===== config.mk =====
export PLATFORM = sky130hd
export DESIGN_NAME = mont_arbiter
export DESIGN_NICKNAME = d
export VERILOG_FILES = /design/src/rtl/mont_pkg.sv /design/src/rtl/rr_arbiter.sv /design/src/rtl/mont_arbiter.sv
export SDC_FILE = /design/constraint.sdc
export NUM_CORES = 1
export LEC_CHECK = 0
export CAP_MARGIN = 20
export CORE_MARGIN = 2
export CORE_UTILIZATION = 39
export CTS_CLUSTER_SIZE = 30
export DETAILED_ROUTE_END_ITERATION = 8
export PLACE_DENSITY = 0.85
export SKIP_LAST_GASP = 1
export SLEW_MARGIN = 20
export SYNTH_ARGS = -nofsm -noshare
export SYNTH_HDL_FRONTEND = slang
export SYNTH_HIERARCHICAL = 1
export SYNTH_SLANG_ARGS = --single-unit

===== constraint.sdc =====
create_clock -name i_clk -period 2.82 [get_ports i_clk]
set_input_delay 0.423 -clock i_clk [delete_from_list [all_inputs] [get_ports i_clk]]
set_output_delay 0.423 -clock i_clk [all_outputs]
set_load 0.03 [all_outputs]

===== src/rtl/mont_pkg.sv =====
// rtl/mont_pkg.sv - shared constants and FSM state type for the Montgomery multiplier arbiter
package mont_pkg;

    localparam int KYBER_Q     = 3329;
    localparam int COEF_W      = 12;
    localparam int MONT_R_MODQ = 767;

    typedef enum logic [1:0] {
        IDLE  = 2'd0,
        ISSUE = 2'd1,
        WAIT  = 2'd2
    } arb_state_t;

endpackage


===== src/rtl/rr_arbiter.sv =====
// rtl/rr_arbiter.sv - combinational round-robin grant; search starts one past the pointer
module rr_arbiter #(
    parameter int NUM_REQ = 2
) (
    input  logic [NUM_REQ-1:0]         req,
    input  logic [$clog2(NUM_REQ)-1:0] ptr,
    output logic [NUM_REQ-1:0]         gnt
);

    localparam int PTR_W = $clog2(NUM_REQ);

    logic [PTR_W-1:0] idx;

    // Walk from lowest to highest priority so the nearest requester after ptr wins last.
    always_comb begin
        gnt = '0;
        idx = '0;
        for (int i = NUM_REQ; i >= 1; i--) begin
            idx = PTR_W'((int'(ptr) + i) % NUM_REQ);
            if (req[idx]) begin
                gnt = NUM_REQ'(1) << idx;
            end
        end
    end

endmodule


===== src/rtl/mont_arbiter.sv =====
// rtl/mont_arbiter.sv - shares one montgomery multiplier between NUM_REQ requesters; MONT_ARB_WDOG_EN adds a WAIT watchdog
module mont_arbiter
    import mont_pkg::*;
#(
    parameter int NUM_REQ = 2
`ifdef MONT_ARB_WDOG_EN
    ,
    parameter int WDOG_LIMIT = 15
`endif
) (
    input  logic                      i_clk,
    input  logic                      i_rstn,
    input  logic [NUM_REQ-1:0]        i_req_valid,
    input  logic [COEF_W*NUM_REQ-1:0] i_req_a,
    input  logic [COEF_W*NUM_REQ-1:0] i_req_b,
    output logic [NUM_REQ-1:0]        o_req_ready,
    output logic [NUM_REQ-1:0]        o_rsp_valid,
    output logic [COEF_W-1:0]         o_rsp_c,
    output logic                      o_busy,
    output logic                      o_err,
    output logic                      o_mm_en,
    output logic [COEF_W-1:0]         o_mm_a,
    output logic [COEF_W-1:0]         o_mm_b,
    input  logic [COEF_W-1:0]         i_mm_c,
    input  logic                      i_mm_done
);

    localparam int PTR_W = $clog2(NUM_REQ);

    arb_state_t         state_q, state_d;
    logic [PTR_W-1:0]   ptr_q, ptr_d;
    logic [PTR_W-1:0]   owner_q, owner_d;
    logic [NUM_REQ-1:0] gnt;
    logic [NUM_REQ-1:0] rsp_valid_q, rsp_valid_d;
    logic [COEF_W-1:0]  rsp_c_q, rsp_c_d;
    logic [COEF_W-1:0]  mm_a_q, mm_a_d;
    logic [COEF_W-1:0]  mm_b_q, mm_b_d;
    logic               mm_en_q, mm_en_d;
    logic               busy_q, busy_d;
`ifdef MONT_ARB_WDOG_EN
    logic [3:0]         wdog_q, wdog_d;
    logic               err_q, err_d;
`endif

    rr_arbiter #(
        .NUM_REQ (NUM_REQ)
    ) u_rr (
        .req (i_req_valid),
        .ptr (ptr_q),
        .gnt (gnt)
    );

    // Grant is only offered in IDLE and is held low while reset is asserted.
    assign o_req_ready = (state_q == IDLE && i_rstn) ? gnt : '0;

    always_comb begin
        state_d     = state_q;
        ptr_d       = ptr_q;
        owner_d     = owner_q;
        busy_d      = busy_q;
        mm_en_d     = 1'b0;
        mm_a_d      = '0;
        mm_b_d      = '0;
        rsp_valid_d = '0;
        rsp_c_d     = '0;
`ifdef MONT_ARB_WDOG_EN
        wdog_d      = wdog_q;
        err_d       = err_q;
`endif
        case (state_q)
            IDLE: begin
                if (|gnt) begin
                    for (int i = 0; i < NUM_REQ; i++) begin
                        if (gnt[i]) begin
                            mm_a_d  = i_req_a[i*COEF_W +: COEF_W];
                            mm_b_d  = i_req_b[i*COEF_W +: COEF_W];
                            owner_d = PTR_W'(i);
                        end
                    end
                    ptr_d   = owner_d;
                    mm_en_d = 1'b1;
                    busy_d  = 1'b1;
                    state_d = ISSUE;
                end
            end
            ISSUE: begin
                state_d = WAIT;
`ifdef MONT_ARB_WDOG_EN
                wdog_d  = '0;
`endif
            end
            WAIT: begin
                if (i_mm_done) begin
                    rsp_c_d              = i_mm_c;
                    rsp_valid_d[owner_q] = 1'b1;
                    busy_d               = 1'b0;
                    state_d              = IDLE;
                end
`ifdef MONT_ARB_WDOG_EN
                else begin
                    // Abandon the operation silently; the owner never sees a response.
                    wdog_d = wdog_q + 4'd1;
                    if (wdog_d == 4'(WDOG_LIMIT)) begin
                        err_d   = 1'b1;
                        busy_d  = 1'b0;
                        state_d = IDLE;
                    end
                end
`endif
            end
            default: begin
                busy_d  = 1'b0;
                state_d = IDLE;
            end
        endcase
    end

    always_ff @(posedge i_clk or negedge i_rstn) begin
        if (!i_rstn) begin
            state_q     <= IDLE;
            ptr_q       <= PTR_W'(NUM_REQ - 1);
            owner_q     <= '0;
            busy_q      <= 1'b0;
            mm_en_q     <= 1'b0;
            mm_a_q      <= '0;
            mm_b_q      <= '0;
            rsp_valid_q <= '0;
            rsp_c_q     <= '0;
`ifdef MONT_ARB_WDOG_EN
            wdog_q      <= '0;
            err_q       <= 1'b0;
`endif
        end else begin
            state_q     <= state_d;
            ptr_q       <= ptr_d;
            owner_q     <= owner_d;
            busy_q      <= busy_d;
            mm_en_q     <= mm_en_d;
            mm_a_q      <= mm_a_d;
            mm_b_q      <= mm_b_d;
            rsp_valid_q <= rsp_valid_d;
            rsp_c_q     <= rsp_c_d;
`ifdef MONT_ARB_WDOG_EN
            wdog_q      <= wdog_d;
            err_q       <= err_d;
`endif
        end
    end

    assign o_rsp_valid = rsp_valid_q;
    assign o_rsp_c     = rsp_c_q;
    assign o_busy      = busy_q;
    assign o_mm_en     = mm_en_q;
    assign o_mm_a      = mm_a_q;
    assign o_mm_b      = mm_b_q;
`ifdef MONT_ARB_WDOG_EN
    assign o_err       = err_q;
`else
    assign o_err       = 1'b0;
`endif

endmodule

==> key figures <==
Worst hold path
  • Hold Path Class: in2async

Route
  • Post-Route WL: 4290 microns
  • Detailed-route via count: 1406
  • DRT Pass-1 Iters: 4
  • Initial DRC count: 50
  • Routed len/inst: 14.6 microns
  • DR DRC count: 0
  • Vias per inst: 4.80
  • Detail Route Antenna Nets: 0

Cells and area
  • Final Net Count: 307
  • Share of layout cells above drive strength 1: 0.0741
  • Final Core Density: 0.696
  • Final instance area: 2820 sq um
  • Area growth, synth to finish: 68.3%
  • Antenna diode count: 0
  • Final Non-Filler Cells: 293
  • Commonest non-fill, non-tap cell in the layout: clkdlybuf4s50_1
  • Most frequent cells in the layout: 104 x clkdlybuf4s50_1, 43 x dfrtp_1, 28 x nor2_1

Synthesis
  • Synth Area in Adders: 0
  • Post-synthesis mux area share: 0.00671
  • Syn Nets: 202
  • Register area share after synthesis: 0.657
  • Top post-synthesis cells by area: dfrtp_1 64%, a22oi_1 11%, nor2_1 6.3%, and2_1 4.8%, buf_6 3.4%
  • Synth cell types: 22
  • Top cell type's share of synthesized area: 0.641
  • Largest family of logic cells by synthesized area: simple AND/OR/NAND/NOR gates
  • Synth Area per Inst: 12.2 sq um
  • Synth Area in Compound Gates: 0.132
  • Area leader, netlist: dfrtp_1
  • Xor and xnor area share after synthesis: 0
  • Syn Std Cell Area: 1680 sq um
  • Mapped Cells: 137
  • Yosys reg bits: 44
  • Synth Area in Simple Gates: 0.145
  • Warnings, synthesis: 6

Critical path
  • Slowest stage cell, crit path: clkdlybuf4s50_1
  • Data arrival time of the critical path: 2.04 ns
  • CP most frequent cell: clkdlybuf4s50_1
  • Cell breakdown of the critical path: clkdlybuf4s50_1 -> a21boi_1 -> and3_1 -> clkdlybuf4s50_1
  • Critical Path Max Stage Delay: 0.66 ns
  • Critical path type: in2out
  • Crit end category: output pin
  • Crit start category: primary input
  • Flop2flop setup slack: 1.21 ns
  • Critical path peak fanout: 4
  • WP data required: 2.40 ns

CTS
  • # resized after CTS: 0
  • Hold_buf cts: 0
  • Htree depth: 2
  • Setup Buffers After CTS: 0
  • CTS tree: done
  • CTS root buf: clkbuf_8
  • Num CTS Buffers: 5
  • Clock Latency Late Sink: 0.29 ns
  • Num Clock Sinks: 44
  • Clk buf depth: 2
  • Clock Pin Slew Worst Setup and Hold Paths: 0.08 ns

Power and ir drop
  • Net Sw Frac: 0.375
  • Clock Power Share: 0.175
  • Logic pwr share: 0.447
  • Worst IR Drop VDD: 0.000556 V
  • Pwr Total: 2280 uW
  • Leak: 0.00126 uW
  • Pwr dens: 808 nW/um^2
  • Flop pwr share: 0.378
  • P_sw: 857 uW
  • P_int: 1420 uW

STA
  • Setup TNS: 0 ns
  • Final Cycle Share: 0.873
  • Hold Fails Final Rpt: 0
  • Highest achievable clock rate: 406 MHz
  • Slew @ Worst Pin: 0.907 ns
  • Final min period: 2.46 ns
  • Final setup vio count: 0
  • Relative slew slack: 0.396
  • Clk_skew: 0.00416 ns
  • Max Slew Vio Count: 0
  • Unrepaired setup endpoints after global routing: no

GRT
  • Pin count of the biggest net entering global routing: 46
  • Overall Global Routing Usage: 0.181
  • M3 GR Usage: 0.0567
  • First-pass GRT wire length: 6810 microns
  • Total gr overflow: 0
  • Gr busiest metal: met2
  • GRT met1 Usage: 0.210
  • Initial antenna violation count: 0
  • Number of global-route vias before repair: 1375
  • Met2 GRT Util: 0.307

Floorplanning
  • Initial cell density of the core: 0.414
  • Placement Rows: 23
  • Io pins: 108
  • Chip Width: 69.6 microns
  • Core Box Area: 4060 sq um
  • DIE AREA: 4840 sq um
  • Die span in y: 69.6 microns

Place
  • Area after DPL: 2730 sq um
  • Port buffer count: 106
  • Post-Place Cells: 285
  • GPL Wtd Cong: 0.727
  • DP HPWL: 3110 microns

Flow run
  • MaxCap Viol Count: 0

Run status
  • Status: completed
kinds of logic (layout without fill, tap and decap cells):
logic type,Yosys count,in the layout
AND/OR/NAND/NOR,50,50
buffers and inverters,12,118
other,1,1
AO/OA/AOI/OAI,29,29
multiplexers,1,1
flip-flops,44,44
through the flow:
step           setup WS [ns]  hold slack (ns)
2_1_floorplan           1.10            0.127
3_3_place_gp           0.388            0.458
3_5_place_dp           0.363            0.470
4_1_cts                0.346            0.244
5_1_grt                0.252            0.272
6_report               0.358            0.220
area by class of cell:
| cell class | instances | area, sq um |
|---|---|---|
| fillers | 317 | 1230 |
| multi-input cells | 81 | 487 |
| clock buffers | 6 | 82.6 |
| clock inverters | 2 | 10.0 |
| well taps | 50 | 62.6 |
| flip-flops and latches | 44 | 1100 |
| repair buffers | 109 | 1080 |
| inverters | 1 | 3.75 |
cells in the mapped netlist (all sizes together):
cell type,count
a21boi,2
a22oi,24
dfstp,1
mux2,1
and3,2
and2b,1
and3b,1
nand2,1
and2,13
inv,1
buf,10
a211o,1
dfrtp,43
nor2b,2
conb,1
clkbuf,1
a22o,2
nor2,29
or2,1
critical path: cells and delay by family:
kind,cells,cell delay [ns]
buffers and inverters,2,1.15
AO/OA/AOI/OAI,1,0.26
AND/OR/NAND/NOR,1,0.20
final timing paths:
path,from,end,depth (start not counted)
max,i_req_valid[0],o_req_ready[0],4
min,i_rstn,o_rsp_c[11],2
max reg2reg,state_q[1],o_busy,3
min reg2reg,owner_q,o_rsp_valid[0],1
max in group asynchronous,i_rstn,o_mm_b[3],2
min in group i_clk,owner_q,o_rsp_valid[0],1
metal layers:
layer,part of all wire,routed length (microns)
met5,0,0
met1,0.41,1740
met2,0.50,2140
met3,0.076,325
met4,0.019,83
state kept, by name, summed over array words and instances, names as in the netlist:
register and flops:
o_mm_a 12, o_rsp_c 12, o_rsp_valid 2, o_mm_b 12, o_mm_en 1, owner_q 1, o_busy 1, state_q 2
ptr_q 1
power groups by stage:
stage	sequential (uW)	clock [uW]	combinational (uW)
final	862	399	1020
after detailed placement	877	0	1030
after CTS	863	411	1030
after global placement	866	0	1010
after floorplan	1140	0	362
after global routing	878	434	1090
No activity file was read; power rests on OpenSTA's default activity.
